$ cat config.mk
export PLATFORM = sky130hd
export DESIGN_NAME = booth_seq_multiplier
export DESIGN_NICKNAME = d
export VERILOG_FILES = /design/src/rtl/booth_seq_multiplier.sv
export SDC_FILE = /design/constraint.sdc
export NUM_CORES = 1
export LEC_CHECK = 0
export BUFFER_PORTS_ARGS = -buffer_cell sky130_fd_sc_hd__buf_2
export CORE_AREA = 2 2 134 136
export CTS_CLUSTER_DIAMETER = 30
export DETAILED_ROUTE_END_ITERATION = 10
export DIE_AREA = 0 0 136 138
export PLACE_DENSITY = 0.89
export SETUP_SLACK_MARGIN = 0.02
export SYNTH_ARGS = -nofsm -noshare
export SYNTH_HDL_FRONTEND = slang
export SYNTH_SLANG_ARGS = --single-unit
$ cat constraint.sdc
create_clock -name clk -period 7.25 [get_ports clk]
set_input_delay 0.725 -clock clk [delete_from_list [all_inputs] [get_ports clk]]
set_output_delay 0.725 -clock clk [all_outputs]
set_load 0.05 [all_outputs]
$ cat src/rtl/booth_seq_multiplier.sv
// rtl/booth_seq_multiplier.sv - sequential radix-4 Booth multiplier with start/done handshake
//
// Purpose: multiplies X by Y over WIDTH/2+1 iterations using one Booth recoder and one
// WIDTH+3-bit adder. Operands are treated as two's complement or unsigned according to
// signed_mode, which is sampled together with start.
//
// Parameters:
//   WIDTH        operand width, even and >= 4; product is 2*WIDTH bits
//
// Ports:
//   clk          rising-edge clock
//   rst          asynchronous active-low reset
//   start        request pulse, sampled only while idle
//   signed_mode  1 = operands two's complement, 0 = unsigned (sampled with start)
//   X            multiplicand (sampled with start)
//   Y            multiplier (sampled with start)
//   busy         high while an operation is in flight
//   done         one-cycle pulse when Z is updated
//   Z            product, held until the next done
//
// Optional feature macro: BOOTH_ZERO_SKIP_EN
//   When defined, a start with X==0 or Y==0 completes on the sampling edge with Z=0
//   and never enters RUN.

module booth_seq_multiplier #(
  parameter int WIDTH = 32
) (
  input  logic               clk,
  input  logic               rst,
  input  logic               start,
  input  logic               signed_mode,
  input  logic [WIDTH-1:0]   X,
  input  logic [WIDTH-1:0]   Y,
  output logic               busy,
  output logic               done,
  output logic [2*WIDTH-1:0] Z
);

  // Extended operand width: one bit for the unsigned/signed distinction plus one more
  // so the multiplier splits into a whole number of radix-4 digits.
  localparam int EW = WIDTH + 2;
  // Accumulator width: holds acc + 2*x without overflow.
  localparam int AW = WIDTH + 3;
  localparam int NITER = WIDTH / 2 + 1;
  localparam int CW = $clog2(NITER + 1);
  localparam logic [CW-1:0] N_LOAD = CW'(NITER);

  typedef enum logic {
    IDLE = 1'b0,
    RUN  = 1'b1
  } state_t;

  state_t          state;
  state_t          state_next;

  logic [EW-1:0]   x_reg;
  logic [EW-1:0]   y_reg;
  logic            y_prev;
  logic [AW-1:0]   acc;
  logic [CW-1:0]   cnt;

  logic            load;
  logic            step;
  logic            finish;
  logic            zero_load;

  logic [EW-1:0]   x_ext;
  logic [EW-1:0]   y_ext;
  logic [2:0]      window;
  logic            pp_neg;
  logic            pp_two;
  logic            pp_zero;
  logic [AW-1:0]   x_wide;
  logic [AW-1:0]   pp;
  logic [AW-1:0]   sum;

  // ---------------------------------------------------------------------------
  // Operand extension
  // ---------------------------------------------------------------------------
  assign x_ext = signed_mode ? {{2{X[WIDTH-1]}}, X} : {2'b00, X};
  assign y_ext = signed_mode ? {{2{Y[WIDTH-1]}}, Y} : {2'b00, Y};

  // ---------------------------------------------------------------------------
  // FSM: state register
  // ---------------------------------------------------------------------------
  always_ff @(posedge clk or negedge rst) begin
    if (!rst) begin
      state <= IDLE;
    end else begin
      state <= state_next;
    end
  end

  // ---------------------------------------------------------------------------
  // FSM: next state and datapath controls
  // ---------------------------------------------------------------------------
  always_comb begin
    state_next = state;
    load       = 1'b0;
    step       = 1'b0;
    finish     = 1'b0;
    zero_load  = 1'b0;
    case (state)
      IDLE: begin
        if (start) begin
`ifdef BOOTH_ZERO_SKIP_EN
          if ((X == '0) || (Y == '0)) begin
            zero_load = 1'b1;
          end else begin
            load       = 1'b1;
            state_next = RUN;
          end
`else
          load       = 1'b1;
          state_next = RUN;
`endif
        end
      end
      RUN: begin
        // The counter reaches zero after the last digit has been accumulated; the
        // following edge only publishes the result.
        if (cnt == '0) begin
          finish     = 1'b1;
          state_next = IDLE;
        end else begin
          step = 1'b1;
        end
      end
      default: begin
        state_next = IDLE;
      end
    endcase
  end

  // ---------------------------------------------------------------------------
  // Radix-4 Booth recoding of {y[i+1], y[i], y[i-1]}
  // ---------------------------------------------------------------------------
  assign window = {y_reg[1], y_reg[0], y_prev};

  always_comb begin
    pp_neg  = 1'b0;
    pp_two  = 1'b0;
    pp_zero = 1'b0;
    case (window)
      3'b000, 3'b111: pp_zero = 1'b1;
      3'b001, 3'b010: pp_neg  = 1'b0;
      3'b011:         pp_two  = 1'b1;
      3'b100: begin
        pp_two = 1'b1;
        pp_neg = 1'b1;
      end
      3'b101, 3'b110: pp_neg  = 1'b1;
      default:        pp_zero = 1'b1;
    endcase
  end

  assign x_wide = {x_reg[EW-1], x_reg};

  always_comb begin
    pp = '0;
    if (!pp_zero) begin
      pp = pp_two ? {x_wide[AW-2:0], 1'b0} : x_wide;
    end
  end

  assign sum = pp_neg ? (acc - pp) : (acc + pp);

  // ---------------------------------------------------------------------------
  // Datapath: the {acc, y_reg} pair shifts right by two each step. Product bits
  // enter y_reg from the top as the multiplier bits drain out of the bottom.
  // ---------------------------------------------------------------------------
  always_ff @(posedge clk or negedge rst) begin
    if (!rst) begin
      x_reg  <= '0;
      y_reg  <= '0;
      y_prev <= 1'b0;
      acc    <= '0;
      cnt    <= '0;
    end else if (load) begin
      x_reg  <= x_ext;
      y_reg  <= y_ext;
      y_prev <= 1'b0;
      acc    <= '0;
      cnt    <= N_LOAD;
    end else if (step) begin
      acc    <= {sum[AW-1], sum[AW-1], sum[AW-1:2]};
      y_reg  <= {sum[1:0], y_reg[EW-1:2]};
      y_prev <= y_reg[1];
      cnt    <= cnt - CW'(1);
    end
  end

  // ---------------------------------------------------------------------------
  // Result and completion pulse
  // ---------------------------------------------------------------------------
  always_ff @(posedge clk or negedge rst) begin
    if (!rst) begin
      done <= 1'b0;
      Z    <= '0;
    end else begin
      done <= finish | zero_load;
      if (finish) begin
        Z <= {acc[WIDTH-3:0], y_reg};
      end else if (zero_load) begin
        Z <= '0;
      end
    end
  end

  assign busy = (state == RUN);

endmodule

### Word level (Yosys, flattened, before mapping)

Cells that the tools add are included.

| word-level totals | value |
|---|---|
| latch bits | 0 |
| ROM bits | 0 |
| bits in registers | 175 |
| RAM bits | 0 |
| memories kept | 0 |

| operators by class | value |
|---|---|
| muxes and demuxes | 23 |
| add/sub/neg operators | 3 |
| bitwise gates (word level) | 1 |
| order comparisons | 0 |
| multiply operators | 0 |
| div/mod/pow operators | 0 |
| reduce and logical (&&, ||, !) cells | 6 |
| eq/ne operators | 5 |
| shifts and indexed selects | 0 |

Operator list:

| kind | number |
|---|---|
| $mux 34 | 5 |
| $mux 35 | 4 |
| $add 35x35->35 | 1 |
| $sub 35x35->35 | 1 |
| $eq 3x3->1 const B | 4 |
| $mux 1 | 11 |
| $mux 5 | 2 |
| $logic_not 5->1 | 1 |
| $sub 5x1->5 const B | 1 |
| $reduce_or 2->1 | 2 |
| $eq 3x2->1 const B | 1 |
| $logic_not 3->1 | 1 |
| $reduce_or 3->1 | 1 |
| $pmux 1 s2 | 1 |
| $reduce_bool 2->1 | 1 |
| $not 1->1 | 1 |

### Logic depth before layout (Yosys ltp)

| depth | value |
|---|---|
| word-level depth | 9 |
| mapped depth | 26 |

### Worst setup path after synthesis

Ideal clock, no wire load.

| timing | value |
|---|---|
| path type | reg-to-reg |
| start | register y_reg[0] |
| end | register acc[31] |
| arrival time | 4.955 ns |
| setup time | 0.087 ns |
| path slack | 2.209 ns |
| stages on the path, launching flop included | 24 |
| path through | dfrtp_1 -> buf_6 -> or3b_1 -> clkbuf_1 -> nand2_1 -> clkbuf_1 -> buf_1 -> nand2_1 -> a21oi_1 -> inv_1 -> ha_1 -> o2111ai_1 -> o31ai_1 -> xor2_1 -> ha_1 -> nand3_1 -> nor4b_1 -> o31ai_1 -> a21oi_1 -> o211ai_1 -> a211oi_1 -> a21oi_1 -> a2111o_1 -> o211ai_1 |

| between the ends | value |
|---|---|
| cells in the longest elaborated chain, start to end | 9 |

RTL lines:

| what | line | text |
|---|---|---|
| start: declaration | 57 | `logic [EW-1:0] y_reg;` |
| start signal: assignment | 181 | `y_reg <= y_ext;` |
| start signal: assignment | 187 | `y_reg <= {sum[1:0], y_reg[EW-1:2]};` |
| $eq 3x3->1 / $eq 3x2->1 (equally long branches) | 144 | `case (window)` |
| $reduce_or 2->1 (no source line) | n/a |  |
| $mux 1 | 144 |  |
| $mux 34 | 162 | `pp = pp_two ? {x_wide[AW-2:0], 1'b0} : x_wide;` |
| $mux 35 | 161 | `if (!pp_zero) begin` |
| $add 35x35->35 / $sub 35x35->35 (equally long branches) | 166 | `assign sum = pp_neg ? (acc - pp) : (acc + pp);` |
| $mux 35 (*) | 166 |  |
| $mux 35 (*) | 185 | `end else if (step) begin` |
| $mux 35 (*) | 179 | `end else if (load) begin` |
| end signal: assignment | 186 | `acc <= {sum[AW-1], sum[AW-1], sum[AW-1:2]};` |
| end: declaration | 59 | `logic [AW-1:0] acc;` |

Every way passes the cells marked *; elsewhere a longest branch is shown, timed or not. The select of a mux whose other input is x is not followed.
A chain may end at the register's enable or synchronous reset.

### Worst setup path in the final report

| timing | value |
|---|---|
| start | register y_reg[0] |
| end | register acc[33] |

Same word-level chain as after synthesis.

==> flow_summary.ini <==
[die]
die_h_um = 138
die_w_um = 136
num_rows = 49
dieArea_um2 = 18800
core_um2 = 17500
initial_core_util = 0.577
num_io_pins = 134

[route]
drtIter0Drc = 859
drtPass1Iterations = 6
drc = 0
antenna_left = 0
routed_wl_um = 25300
num_vias = 8762
wl_per_cell_um = 17.3
vias_per_cell = 6.00

[clock_network]
post_cts_resized = 0
clk_latency_ps = 450
cts_tree = yes
clockBufferDepth = 2
numCtsBuffers = 17
post_cts_buffers = 0
h-tree-depth = 4
hold_buffers = 0
clk_pin_slew_worst_paths_ps = 70
root_buffer = clkbuf_16
clock-sinks = 172

[placed_design]
io_buffers = 133
dp_hpwl_um = 17600
gp_congestion = 0.950
pre_cts_slack_ps = 1690

[global_route]
grt_overflow = 0
antenna_found_initial = 1
first_global_vias = 8416
gr-usage-all-layers = 0.276
grt_pass1_wl_um = 41800
grt_start_max_net_pins = 104

[job]
drv_cap = 0

[status]
run_status = completed

[synthesis]
synth_cell_types = 79
synth_top_area_share = 0.426
syn-num-nets = 1226
syn_area_um2 = 10100
syn_inst = 1120
syn_area_per_cell_um2 = 9.03
synth_edf_count = 0
synthArstFlopShare = 1.00
synth_area_leaders = dfrtp_1, nand2_1, mux2_2
seq_area_frac_synth = 0.426
yosysWarningCount = 0
synth-seq-cells = 172
synth_top_cell_by_area = dfrtp_1
synth_ff_type = dfrtp_1

[critical_path]
setup.worst_path.end_class = register
cp-start-kind = register
worstSetupPathType = reg -> reg
arrival_ps = 5930
path_max_fanout = 27
required_ps = 7520

[worst_hold_path]
min-delay-path-class = in -> async

[final_layout]
final_common_cell = nand2_1
fillers = 1436
synthToLayoutAreaGrowth_pct = 13.9
nets = 1325
largest_reg_flops = 64
drive_above_1_share = 0.210
diodes = 0
mostFrequentLayoutCells = nand2_1, dfrtp_1, buf_2, a21oi_1, o21ai_0

[timing]
finalSetupTns_ps = 0
hold_viol = 0
setup-violations-final = 0
rsz0062_at_grt = false
worst-slew-pin-transition_ps = 1150
fin_crit_ps = 5650
drv_slew = 0
slew_headroom = 0.232
fmax_mhz = 177
setup_slack_ps = 1600
finalCritPeriodShare = 0.780
fin_skew_ps = 11.8
cells by family (layout without fill, tap and decap cells):
logic type / Yosys count / count (layout) / synth area share
buffers and inverters: 89 / 201 / 0.0363
adders and majority gates: 42 / 42 / 0.0517
AOI/OAI and AO/OA: 294 / 294 / 0.190
and+or+nand+nor: 408 / 408 / 0.181
xor gates and xnor gates: 52 / 52 / 0.0458
DFF: 172 / 172 / 0.426
muxes: 63 / 63 / 0.0699
metrics by stage:
| stage | area (um^2) | hold WS [ps] | cells | util |
|---|---|---|---|---|
| global route | 11500 | 464 | 1461 | 0.656 |
| detailed placement | 10900 | 472 | 1429 | 0.622 |
| CTS | 11500 | 415 | 1461 | 0.656 |
| finish | 11500 | 383 | 1461 | 0.656 |
| global placement | 10900 | 460 | 1429 | 0.622 |
| floorplan | 10100 | 429 | 1120 | - |
layout make-up:
cell class	count	area, um^2	area share
Tap cell	229	287	0.0249
Timing Repair Buffer	144	754	0.0655
Clock inverter	15	188	0.0163
Sequential cell	172	4300	0.374
Multi-Input combinational cell	859	5460	0.474
Inverter	25	93.8	0.00815
Clock buffer	17	425	0.0370
routing by layer:
| metal | up-vias | wire [um] | global-route usage | part of all wire |
|---|---|---|---|---|
| met5 | - | 0 | 0 | 0 |
| met4 | 0 | 715 | 0.103 | 0.028 |
| met3 | 52 | 2130 | 0.0799 | 0.084 |
| met2 | 357 | 11600 | 0.415 | 0.46 |
| met1 | 4177 | 10900 | 0.380 | 0.43 |
| li1 | 4176 | - | - | - |
synthesized netlist by cell type (all sizes together), types with 12 or more instances:
cell      n
inv      25
nand2   263
mux2     61
ha       37
dfrtp   172
o21ai    78
nor2     35
o31ai    14
a221oi   12
xnor2    26
nor2b    14
nand3    39
clkbuf   42
buf      22
a22oi    33
xor2     26
a21oi    77
path summary, 6_finish.rpt:
| check | cells past startpoint | end | slack [ps] | startpoint |
|---|---|---|---|---|
| min in group clk | 3 | x_reg[21] | 470 | X[21] |
| hold reg to reg | 2 | Z[34] | 490 | Z[34] |
| max in group asynchronous | 2 | y_prev | 5430 | rst |
| hold / removal | 1 | Z[42] | 380 | rst |
| setup / recovery | 23 | acc[33] | 1600 | y_reg[0] |
| setup reg to reg | 23 | acc[33] | 1600 | y_reg[0] |
worst max-delay path: stages, from the launching register on:
cell and delay, ps:
dfrtp_1 900, or3b_1 340, nand2_1 80, buf_4 220, nand2_1 90, a21oi_1 70, inv_1 60, ha_1 200
o2111ai_1 320, or4_4 630, nor2_1 210, inv_1 80, o21ai_0 140, a21oi_1 120, ha_1 370, nand2_1 60
o21ai_0 300, nor2_1 80, and4_1 250, o211ai_1 260, nand4_1 200, a31oi_1 230, xnor2_1 150, o21ai_1 90
Power is not shown: default switching activity piles up to over one toggle a cycle in this logic, so the estimate is an artifact.
